[src/rtl/gas_alarm_if.sv]
// Signal bundle between the gas detector front end, the alarm sequencer and the actuator drivers.
interface gas_alarm_if #(
    parameter int CNT_W = 8
);
    logic [2:0]       det_pulse;
    logic [2:0]       mask;
    logic             ack;
    logic             alarm;
    logic             buzzer;
    logic             fan;
    logic [2:0]       alarm_src;
    logic [1:0]       state;
    logic [CNT_W-1:0] event_cnt;

    modport master (
        output det_pulse, mask, ack,
        input  alarm, buzzer, fan, alarm_src, state, event_cnt
    );

    modport slave (
        input  det_pulse, mask, ack,
        output alarm, buzzer, fan, alarm_src, state, event_cnt
    );
endinterface

[src/rtl/gas_alarm_controller.sv]
// Confirms gas detections inside a time window, latches alarm with pulsed buzzer and fan,
// and holds ventilation for a minimum period after operator acknowledge.
module gas_alarm_controller #(
    parameter int WINDOW    = 16,
    parameter int CONFIRM   = 2,
    parameter int BUZZ_HALF = 4,
    parameter int VENT_TIME = 32,
    parameter int CNT_W     = 8
) (
    input  logic       clk,
    input  logic       arst,
    gas_alarm_if.slave bus
);
    localparam int WIN_W = $clog2(WINDOW + 1);
    localparam int HIT_W = $clog2(CONFIRM + 1);
    localparam int BUZ_W = $clog2(BUZZ_HALF + 1);
    localparam int VNT_W = $clog2(VENT_TIME + 1);
    localparam logic [WIN_W-1:0] WIN_LAST  = WIN_W'(WINDOW - 1);
    localparam logic [HIT_W-1:0] HIT_LAST  = HIT_W'(CONFIRM - 1);
    localparam logic [BUZ_W-1:0] BUZ_LAST  = BUZ_W'(BUZZ_HALF - 1);
    localparam logic [VNT_W-1:0] VENT_LAST = VNT_W'(VENT_TIME - 1);

    typedef enum logic [1:0] {
        S_IDLE    = 2'b00,
        S_CONFIRM = 2'b01,
        S_ALARM   = 2'b10,
        S_VENT    = 2'b11
    } state_t;

    state_t           state_reg, state_next;
    logic [2:0]       src_reg, src_next;
    logic [CNT_W-1:0] evt_reg, evt_next;
    logic [WIN_W-1:0] win_reg, win_next;
    logic [HIT_W-1:0] hit_cnt_reg, hit_cnt_next;
    logic [BUZ_W-1:0] buzz_cnt_reg, buzz_cnt_next;
    logic [VNT_W-1:0] vent_reg, vent_next;
    logic             alarm_reg, alarm_next;
    logic             buzzer_reg, buzzer_next;
    logic             fan_reg, fan_next;
    logic             enter_alarm;
    logic [2:0]       hit_bits;
    logic             hit;

    genvar gi;
    generate
        for (gi = 0; gi < 3; gi++) begin : g_chan
            assign hit_bits[gi] = bus.det_pulse[gi] & ~bus.mask[gi];
        end
    endgenerate
    assign hit = |hit_bits;

    always_comb begin
        state_next    = state_reg;
        src_next      = src_reg;
        evt_next      = evt_reg;
        win_next      = win_reg;
        hit_cnt_next  = hit_cnt_reg;
        buzz_cnt_next = buzz_cnt_reg;
        vent_next     = vent_reg;
        alarm_next    = 1'b0;
        buzzer_next   = 1'b0;
        fan_next      = 1'b0;
        enter_alarm   = 1'b0;

        case (state_reg)
            S_IDLE: begin
                if (hit) begin
                    src_next = hit_bits;
                    if (CONFIRM == 1) begin
                        enter_alarm = 1'b1;
                    end else begin
                        state_next   = S_CONFIRM;
                        hit_cnt_next = HIT_W'(1);
                        win_next     = '0;
                    end
                end
            end
            S_CONFIRM: begin
                win_next = win_reg + 1'b1;
                if (hit) begin
                    src_next     = src_reg | hit_bits;
                    hit_cnt_next = hit_cnt_reg + 1'b1;
                    if (hit_cnt_reg == HIT_LAST)
                        enter_alarm = 1'b1;
                end
                // A confirming hit on the last window cycle beats the timeout.
                if (!enter_alarm && win_reg == WIN_LAST) begin
                    state_next = S_IDLE;
                    src_next   = '0;
                end
            end
            S_ALARM: begin
                alarm_next = 1'b1;
                fan_next   = 1'b1;
                if (hit)
                    src_next = src_reg | hit_bits;
                if (buzz_cnt_reg == BUZ_LAST) begin
                    buzz_cnt_next = '0;
                    buzzer_next   = ~buzzer_reg;
                end else begin
                    buzz_cnt_next = buzz_cnt_reg + 1'b1;
                    buzzer_next   = buzzer_reg;
                end
                if (bus.ack) begin
                    state_next  = S_VENT;
                    vent_next   = '0;
                    alarm_next  = 1'b0;
                    buzzer_next = 1'b0;
                end
            end
            S_VENT: begin
                fan_next  = 1'b1;
                vent_next = vent_reg + 1'b1;
                if (hit) begin
                    src_next    = src_reg | hit_bits;
                    enter_alarm = 1'b1;
                end else if (vent_reg == VENT_LAST) begin
                    state_next = S_IDLE;
                    fan_next   = 1'b0;
                    src_next   = '0;
                    vent_next  = '0;
                end
            end
            default: state_next = S_IDLE;
        endcase

        if (enter_alarm) begin
            state_next    = S_ALARM;
            alarm_next    = 1'b1;
            fan_next      = 1'b1;
            buzzer_next   = 1'b1;
            buzz_cnt_next = '0;
            vent_next     = '0;
            if (evt_reg != {CNT_W{1'b1}})
                evt_next = evt_reg + 1'b1;
        end
    end

    always_ff @(posedge clk or posedge arst) begin
        if (arst) begin
            state_reg    <= S_IDLE;
            src_reg      <= '0;
            evt_reg      <= '0;
            win_reg      <= '0;
            hit_cnt_reg  <= '0;
            buzz_cnt_reg <= '0;
            vent_reg     <= '0;
            alarm_reg    <= 1'b0;
            buzzer_reg   <= 1'b0;
            fan_reg      <= 1'b0;
        end else begin
            state_reg    <= state_next;
            src_reg      <= src_next;
            evt_reg      <= evt_next;
            win_reg      <= win_next;
            hit_cnt_reg  <= hit_cnt_next;
            buzz_cnt_reg <= buzz_cnt_next;
            vent_reg     <= vent_next;
            alarm_reg    <= alarm_next;
            buzzer_reg   <= buzzer_next;
            fan_reg      <= fan_next;
        end
    end

    assign bus.state     = state_reg;
    assign bus.alarm     = alarm_reg;
    assign bus.buzzer    = buzzer_reg;
    assign bus.fan       = fan_reg;
    assign bus.alarm_src = src_reg;
    assign bus.event_cnt = evt_reg;
endmodule

[src/flat_wrapper.sv]
// flat-port wrapper written by rule: the top's interface ports become plain ports
module gas_alarm_controller_flat 
#(
    parameter int WINDOW    = 16,
    parameter int CONFIRM   = 2,
    parameter int BUZZ_HALF = 4,
    parameter int VENT_TIME = 32,
    parameter int CNT_W     = 8
)
  (clk, arst, bus_det_pulse, bus_mask, bus_ack, bus_alarm, bus_buzzer, bus_fan, bus_alarm_src, bus_state, bus_event_cnt);
  gas_alarm_if #(.CNT_W(CNT_W)) bus_i ();
  input  logic clk;
  input  logic arst;
  input wire logic [$bits(bus_i.det_pulse)-1:0] bus_det_pulse;
  input wire logic [$bits(bus_i.mask)-1:0] bus_mask;
  input wire logic [$bits(bus_i.ack)-1:0] bus_ack;
  output wire logic [$bits(bus_i.alarm)-1:0] bus_alarm;
  output wire logic [$bits(bus_i.buzzer)-1:0] bus_buzzer;
  output wire logic [$bits(bus_i.fan)-1:0] bus_fan;
  output wire logic [$bits(bus_i.alarm_src)-1:0] bus_alarm_src;
  output wire logic [$bits(bus_i.state)-1:0] bus_state;
  output wire logic [$bits(bus_i.event_cnt)-1:0] bus_event_cnt;
  assign bus_i.det_pulse = bus_det_pulse;
  assign bus_i.mask = bus_mask;
  assign bus_i.ack = bus_ack;
  assign bus_alarm = bus_i.alarm;
  assign bus_buzzer = bus_i.buzzer;
  assign bus_fan = bus_i.fan;
  assign bus_alarm_src = bus_i.alarm_src;
  assign bus_state = bus_i.state;
  assign bus_event_cnt = bus_i.event_cnt;
  gas_alarm_controller #(.WINDOW(WINDOW), .CONFIRM(CONFIRM), .BUZZ_HALF(BUZZ_HALF), .VENT_TIME(VENT_TIME), .CNT_W(CNT_W)) u_core (.clk(clk), .arst(arst), .bus(bus_i));
endmodule
[config.mk]
export PLATFORM = sky130hd
export DESIGN_NAME = gas_alarm_controller_flat
export DESIGN_NICKNAME = d
export VERILOG_FILES = /design/src/rtl/gas_alarm_if.sv /design/src/rtl/gas_alarm_controller.sv /design/src/flat_wrapper.sv
export SDC_FILE = /design/constraint.sdc
export NUM_CORES = 1
export LEC_CHECK = 0
export ABC_AREA = 1
export CAP_MARGIN = 20
export CORE_ASPECT_RATIO = 0.7
export CORE_MARGIN = 10
export CORE_UTILIZATION = 45
export DETAILED_ROUTE_END_ITERATION = 6
export PLACE_DENSITY_LB_ADDON = 0.2
export SLEW_MARGIN = 40
export SYNTH_ARGS = -nofsm -noshare
export SYNTH_HDL_FRONTEND = slang
export SYNTH_SLANG_ARGS = --single-unit
[constraint.sdc]
create_clock -name clk -period 2.3 [get_ports clk]
set_clock_uncertainty 0.15 [all_clocks]
set_input_delay 0.46 -clock clk [delete_from_list [all_inputs] [get_ports clk]]
set_output_delay 0.46 -clock clk [all_outputs]
set_load 0.05 [all_outputs]
; ---- Word-level counts from Yosys, hierarchy flattened
; Index checks and enable logic that the tools add are counted.
[totals]
register_bits = 32
latchBits = 0
ram_bits = 0
romBits = 0
inputBits = 9
output_inout_bits = 16
n_memories = 0
[classes]
add_sub_neg = 5
multipliers = 0
div_mod_pow = 0
magnitude_cmp = 0
eq_ne = 17
shifts = 0
n_mux = 41
bitwise_logic = 8
reduce_logical = 13
[ops]
columns = cell, count
row1 = two-way mux 3 bit, 8
row2 = two-way mux 6 bit, 4
row3 = two-way mux 1 bit, 14
row4 = two-way mux 2 bit, 7
row5 = inequality test 3 x 1 -> 1 bit (second input constant), 4
row6 = one-hot mux 3 bit (4 select lines), 1
row7 = one-hot mux 6 bit (2 select lines), 1
row8 = one-hot mux 5 bit (2 select lines), 1
row9 = adder 8 x 1 -> 8 bit (second input constant), 1
row10 = inequality test 8 bit (second input constant), 1
row11 = one-hot mux 2 bit (4 select lines), 1
row12 = AND reduction 2 bit, 4
row13 = adder 6 x 1 -> 6 bit (second input constant), 1
row14 = equality test 6 x 5 -> 1 bit (second input constant), 1
row15 = inequality test 3 x 2 -> 1 bit (second input constant), 2
row16 = adder 5 x 1 -> 5 bit (second input constant), 1
row17 = equality test 5 x 4 -> 1 bit (second input constant), 1
row18 = two-way mux 5 bit, 1
row19 = AND reduction 5 bit, 1
row20 = equality test 2 x 1 -> 1 bit (second input constant), 2
row21 = equality test 2 bit (second input constant), 2
row22 = inequality test 2 x 1 -> 1 bit (second input constant), 2
row23 = inequality test 4 x 2 -> 1 bit (second input constant), 1
row24 = inverter 1 bit, 4
row25 = other kinds (14), 18

; ---- Logic depth before layout (Yosys ltp)
[logic_depth]
word_depth = 10
depth_mapped = 9
ltp_nobuf = 9

; ---- Least setup slack after synthesis
; Ideal clock, no wire load.
[synth_path]
kind = register to register
from = reg u_core.evt_reg[0] (netlist: u_core.bus.event_cnt[0])
to = reg u_core.evt_reg[2] (netlist: u_core.bus.event_cnt[2])
arrival_time_ns = 1.682
path_slack_ns = 0.394
path_stages_with_launch = 8
n_path_buf = 1
path_cell_list = dfrtp_1 ha_1 nand4_1 or2_4 nand2_4 buf_8 nand2_1 o21ai_2
[synth_between]
elab_chain_len = 2
word_cells_on_any_way = 3
classes_between = add/sub: 1 / eq/ne: 1 / reduce/logical: 1
[synth_rtl]
columns = element, line
row1 = from (decl), gas_alarm_controller.sv:32  ; logic [CNT_W-1:0] evt_reg, evt_next;
row2 = from (signal assigned), gas_alarm_controller.sv:154  ; evt_reg <= evt_next;
row3 = branches (longest 2 deep; another with adder 8 x 1 -> 8 bit), --
; Parallel ways; which one is timed is not known.
; A chain may end at the register's enable or synchronous reset.

; ---- Final worst setup path
[layout_path]
from = reg u_core.evt_reg[6] (netlist: u_core.bus.event_cnt[6])
to = out bus_event_cnt[6]
[layout_rtl]
columns = element, line
row1 = to (decl), flat_wrapper.sv:22  ; output wire logic [$bits(bus_i.event_cnt)-1:0] bus_event_cnt;
; No word-level cell between the ends.

==> flow_summary.toml <==
[clocking]
cts.path.max_buffers = 2
cts_sinks = 32
clkTransAtPathRegs_ns = 0.06
cts-buffers-inserted = 5
insertion_delay_ns = 0.28
ctsRootBufferMaster = "clkbuf_8"
cts_resized = 0
postCtsSetupBuffers = 0
cts_tree = "done"
htreeDepth = 2
ctsHoldBuffers = 0

[synth]
synth_top_area_share_pct = 46.65
synth_area_leader_cell = "dfrtp_1"
yosysWarnings = 0
yosysSeqAreaShare_pct = 46.65
syn-cell-area_um2 = 1717
synth.most_common_cell = "nand2_1"
synth_edf_count = 0
syn-instance-count = 202
yosysUniqueCellTypes = 26
synth_area_leaders = "dfrtp_1 47%, nand2_1 11%, nand3_1 5.2%"
syn_nets = 217
synthArstFlopShare_pct = 100.0
synth_commonest_cells = "49 x nand2_1, 32 x dfrtp_1, 20 x inv_1, 18 x nand3_1, 13 x nor2_1"
ys_ff_latch = 32
syn_area_per_cell_um2 = 8.498
synth-main-ff-cell = "dfrtp_1"

[routing]
first_pass_iters = 4
drc = 0
drt-initial-drc-count = 104
viasPerCell = 4.691
post_drt_wl_per_cell_um = 12.09
routed_wl_um = 3447
drt.antenna.violating_nets = 0
vias = 1337

[critical_path]
crit_buf_inv = 1
path_delay_family = "buffers and inverters"
arrival_ns = 1.57
cp_data_required_time_ns = 1.69
path_max_fanout = 5
end_kind = "output pin"
cp_slowest_cell = "clkdlybuf4s50_1"
crit_type = "register to output pin"
crit_start = "u_core.bus.event_cnt[6]$_DFFE_PP0P_"
crit_path_start_kind = "register"
crit_chain = "clkdlybuf4s50_1"
critical-path-max-stage-delay_ns = 0.84
rr_startpoint = "u_core.vent_reg[0]$_DFFE_PP0P_"

[global_route]
grt_max_degree = 33
grt_usage_pct = 11.25
grt_pass1_wl_um = 6154
antenna_found_initial = 0
grt_pass1_vias = 1332
grt.overflow.total = 0

[sta]
setup_viol = 0
hold_viol = 0
tightest_slew_ns = 0.5060
maxSlewHeadroom_pct = 66.16
setup-tns-final_ns = 0
finalCritPeriodShare_pct = 94.58
period_minus_slack_ns = 2.175
max_freq_mhz = 459.7
finalMaxSlewViolations = 0
rsz0062_at_grt = "no"

[pwr]
p_per_area_nw_per_um2 = 1343
clockPowerShare_pct = 15.4
pwr-share-seq_pct = 33.0
comb_power_share_pct = 51.6
leakage_nw = 0.9861
p_switching_mw = 1.332
p_sw_share_pct = 47.29
ir_drop_mv = 0.5130
p_int_mw = 1.485

[floorplanning]
die_width_um = 93.82
die_h_um = 71.68
io_pins = 25
core-area_um2 = 3603
die_area_um2 = 6725
std_cell_rows = 18
start_util_pct = 47.64

[job]
cap_violations = 0

[layout]
fill_cells = 332
largest_reg_flops = 8
drive_gt1_share_pct = 14.04
diodes = 0
final_core_util_pct = 58.23
layout.nets = 249
area_growth_pct = 22.23

[status]
outcome = "finished clean"

[worst_hold_path]
hold_start = "u_core.buzz_cnt_reg[0]$_DFFE_PP0P_"
hold_class = "register to register"

[placed_design]
io_buffers = 24
gp_congestion = 0.8046
dpl.hpwl_um = 2634
## final cells by class
| cell class | count | area, um^2 | area share (%) |
|---|---|---|---|
| inverter | 26 | 97.59 | 4.651 |
| sequential | 32 | 800.8 | 38.16 |
| multi-input combinational | 142 | 789.5 | 37.63 |
| clock buffer | 8 | 90.09 | 4.293 |
| tap | 50 | 62.56 | 2.982 |
| timing repair buffer | 27 | 257.7 | 12.28 |
## power by group through the flow
| stage | registers [mW] | logic [mW] | clock network (mW) |
|---|---|---|---|
| 5_1_grt | 0.963 | 1.62 | 0.478 |
| 6_report | 0.930 | 1.45 | 0.434 |
| 2_1_floorplan | 1.28 | 0.737 | 0 |
| 4_1_cts | 0.929 | 1.47 | 0.444 |
| 3_3_place_gp | 0.935 | 1.46 | 0 |
| 3_5_place_dp | 0.937 | 1.46 | 0 |
## placed cells by master (no fill, tap or decap), types with 3 or more instances in the layout
master	instances
o21ai_1	6
o21ai_0	9
nand2_1	49
buf_4	5
nand4_1	3
xor2_1	5
nand2_2	3
nand3_1	18
ha_1	6
a21oi_1	5
inv_2	6
o21ai_2	3
clkdlybuf4s50_1	22
dfrtp_1	32
clkbuf_8	6
nor2_1	13
xnor2_1	5
inv_1	20
## per-stage QoR
stage	cells	hold slack [ns]	power, mW	area [um^2]	setup slack, ns
6_report	285	0.3377	2.817	2098	0.1247
2_1_floorplan	202	0.2959	2.012	1717	0.3944
4_1_cts	285	0.3375	2.842	2098	0.1140
5_1_grt	285	0.3640	3.065	2098	0.07610
3_5_place_dp	277	0.3218	2.400	2008	0.2436
3_3_place_gp	277	0.3234	2.394	2008	0.2625
## path summary, 6_finish.rpt
check | end | slack, ns | cells after the start
worst min register to register | u_core.buzz_cnt_reg[0]$_DFFE_PP0P_ | 0.34 | 1
min in group asynchronous | u_core.bus.event_cnt[7]$_DFFE_PP0P_ | 0.42 | 3
worst max register to register | u_core.bus.alarm_src[0]$_DFFE_PP0P_ | 0.54 | 7
worst min-delay path | u_core.buzz_cnt_reg[0]$_DFFE_PP0P_ | 0.34 | 1
worst max-delay path | bus_event_cnt[6] | 0.12 | 1
max in group asynchronous | u_core.bus.buzzer$_DFFE_PP0P_ | 1.30 | 3
## kinds of logic (layout without fill, tap and decap cells)
logic type,after synthesis,count (layout),share of synthesized area [%]
XOR/XNOR,10,10,5.102
AND/OR/NAND/NOR,98,98,27.11
buffers and inverters,28,61,7.361
AO/OA/AOI/OAI,28,28,9.402
adder cells (fa/ha/maj),6,6,4.373
flip-flops,32,32,46.65
## routing by layer
metal | global-route usage (%) | up-vias | wire length [um]
li1 | - | 717 | -
met1 | 16.24 | 584 | 1876
met2 | 15.00 | 31 | 1318
met3 | 3.642 | 5 | 212
met4 | 4.034 | 0 | 40
met5 | 0 | - | 0
Note: power is estimated with default switching activity, not from simulation.
==> edit: new RTL, same flow settings <==
`WINDOW` is set to 16 in 2 places; all go to 32.
--- a/src/rtl/gas_alarm_controller.sv
+++ b/src/rtl/gas_alarm_controller.sv
@@ -1,7 +1,7 @@
 // Confirms gas detections inside a time window, latches alarm with pulsed buzzer and fan,
 // and holds ventilation for a minimum period after operator acknowledge.
 module gas_alarm_controller #(
-    parameter int WINDOW    = 16,
+    parameter int WINDOW    = 32,
     parameter int CONFIRM   = 2,
     parameter int BUZZ_HALF = 4,
     parameter int VENT_TIME = 32,
--- a/src/flat_wrapper.sv
+++ b/src/flat_wrapper.sv
@@ -1,7 +1,7 @@
 // flat-port wrapper written by rule: the top's interface ports become plain ports
 module gas_alarm_controller_flat 
 #(
-    parameter int WINDOW    = 16,
+    parameter int WINDOW    = 32,
     parameter int CONFIRM   = 2,
     parameter int BUZZ_HALF = 4,
     parameter int VENT_TIME = 32,
Function: same outputs for any inputs over 10 cycles, from zero or initial values and one cycle with arst high; that may be too few to reach the edited logic, so the function may still have changed.
==> edit against the unedited design <==
Wire length is 17% higher. Synthesized area is 8.5% higher. Final area is 6.6% higher. Sequential cell count is 1 higher. Sequential share of layout area is 1.3 points lower. Utilization is 1.5 points lower. Final cell count is 12% higher. Power is 3.8% higher. Critical endpoint unchanged. Combinational power is 4% higher. Via count is 18% higher. Worst setup slack worse by 5.9 ps.
==> edit: results (changes against the unedited design) <==
- The fraction of layout instances using a drive strength above 1 came to 11.57% (was 14.04%).
- The worst-case vdd ir drop is 0.7276 mV (was 0.5130 mV).
- The switching power summed over all nets is 0.001447 W (was 0.001332 W).
- Top cell types by occurrence after synthesis: sky130_fd_sc_hd__nand2_1 (62), sky130_fd_sc_hd__dfrtp_1 (33), sky130_fd_sc_hd__inv_1 (31), sky130_fd_sc_hd__nand3_1 (31), sky130_fd_sc_hd__o21ai_0 (14) (was sky130_fd_sc_hd__nand2_1 (49), sky130_fd_sc_hd__dfrtp_1 (32), sky130_fd_sc_hd__inv_1 (20)).
- The global routing met2 resource utilization was 17.60% (was 15.00%).
- The worst reg2reg path depth came to 6 (was 7).
- The static leakage power is 1.084 nW (was 0.9861 nW).
- The pin count of the biggest net entering global routing is 34 (was 33).
- The combinational fraction of design power is 51.8% (was 51.6%).
- The post-synthesis sequential area ratio is 44.35% (was 46.65%).
- The post-synth net total came to 251 (was 217).
- The number of vias per cell after detailed routing came to 4.944 (was 4.691).
- The met1 track demand over resource is 15.90% (was 16.24%).
- The clock slew at the register clock pins of the worst setup and hold paths is 80 ps (was 60 ps).
- The xor/xnor share of the synthesized area came to 3.763% (was 5.102%).
- Ranking of synthesized cells by area: sky130_fd_sc_hd__dfrtp_1 (44%), sky130_fd_sc_hd__nand2_1 (13%), sky130_fd_sc_hd__nand3_1 (8.3%) (was sky130_fd_sc_hd__dfrtp_1 (47%), sky130_fd_sc_hd__nand2_1 (11%), sky130_fd_sc_hd__nand3_1 (5.2%)).
- The post-synthesis adder-cell area fraction was 3.360% (was 4.373%).
- The post-route cell area is 2237 um2 (was 2098 um2).
- The via count of the first global-routing pass was 1470 (was 1332).
- The met3 usage is 3.745% (was 3.642%).
- The met2 wire length is 1682 um (was 1318 um).
- The detailed route wirelength on metal3 is 264 um (was 212 um).
- The worst max-slew margin expressed relative to the limit is 65.83% (was 66.16%).
- The detailed placement HPWL was 3062 um (was 2634 um).
- The detailed-route wire length on metal 1 is 2040 um (was 1876 um).
- The overall track demand over capacity in global routing came to 12.03% (was 11.25%).
- Status: finished clean (unchanged).
-- edit: area by class of cell --
cell class                 instances  area share (%)
clock buffer                       5           3.076
sequential                        33           36.91
multi-input combinational        167           39.43
inverter                          34           5.705
tap                               52           2.908
clock inverter                     3          0.7830
timing repair buffer              26           11.19
-- edit: path summary, 6_finish.rpt --
check                                                         start                                  end  slack, ps
worst max-delay path            u_core.bus.event_cnt[6]$_DFFE_PP0P_                     bus_event_cnt[6]        120
worst min-delay path                  u_core.win_reg[5]$_DFFE_PP0P_        u_core.win_reg[5]$_DFFE_PP0P_        320
worst max register to register       u_core.vent_reg[0]$_DFFE_PP0P_  u_core.bus.alarm_src[2]$_DFFE_PP0P_        560
worst min register to register        u_core.win_reg[5]$_DFFE_PP0P_        u_core.win_reg[5]$_DFFE_PP0P_        320
max in group asynchronous                                      arst       u_core.vent_reg[0]$_DFFE_PP0P_       1290
min in group asynchronous                                      arst      u_core.bus.state[1]$_DFFE_PP0P_        400
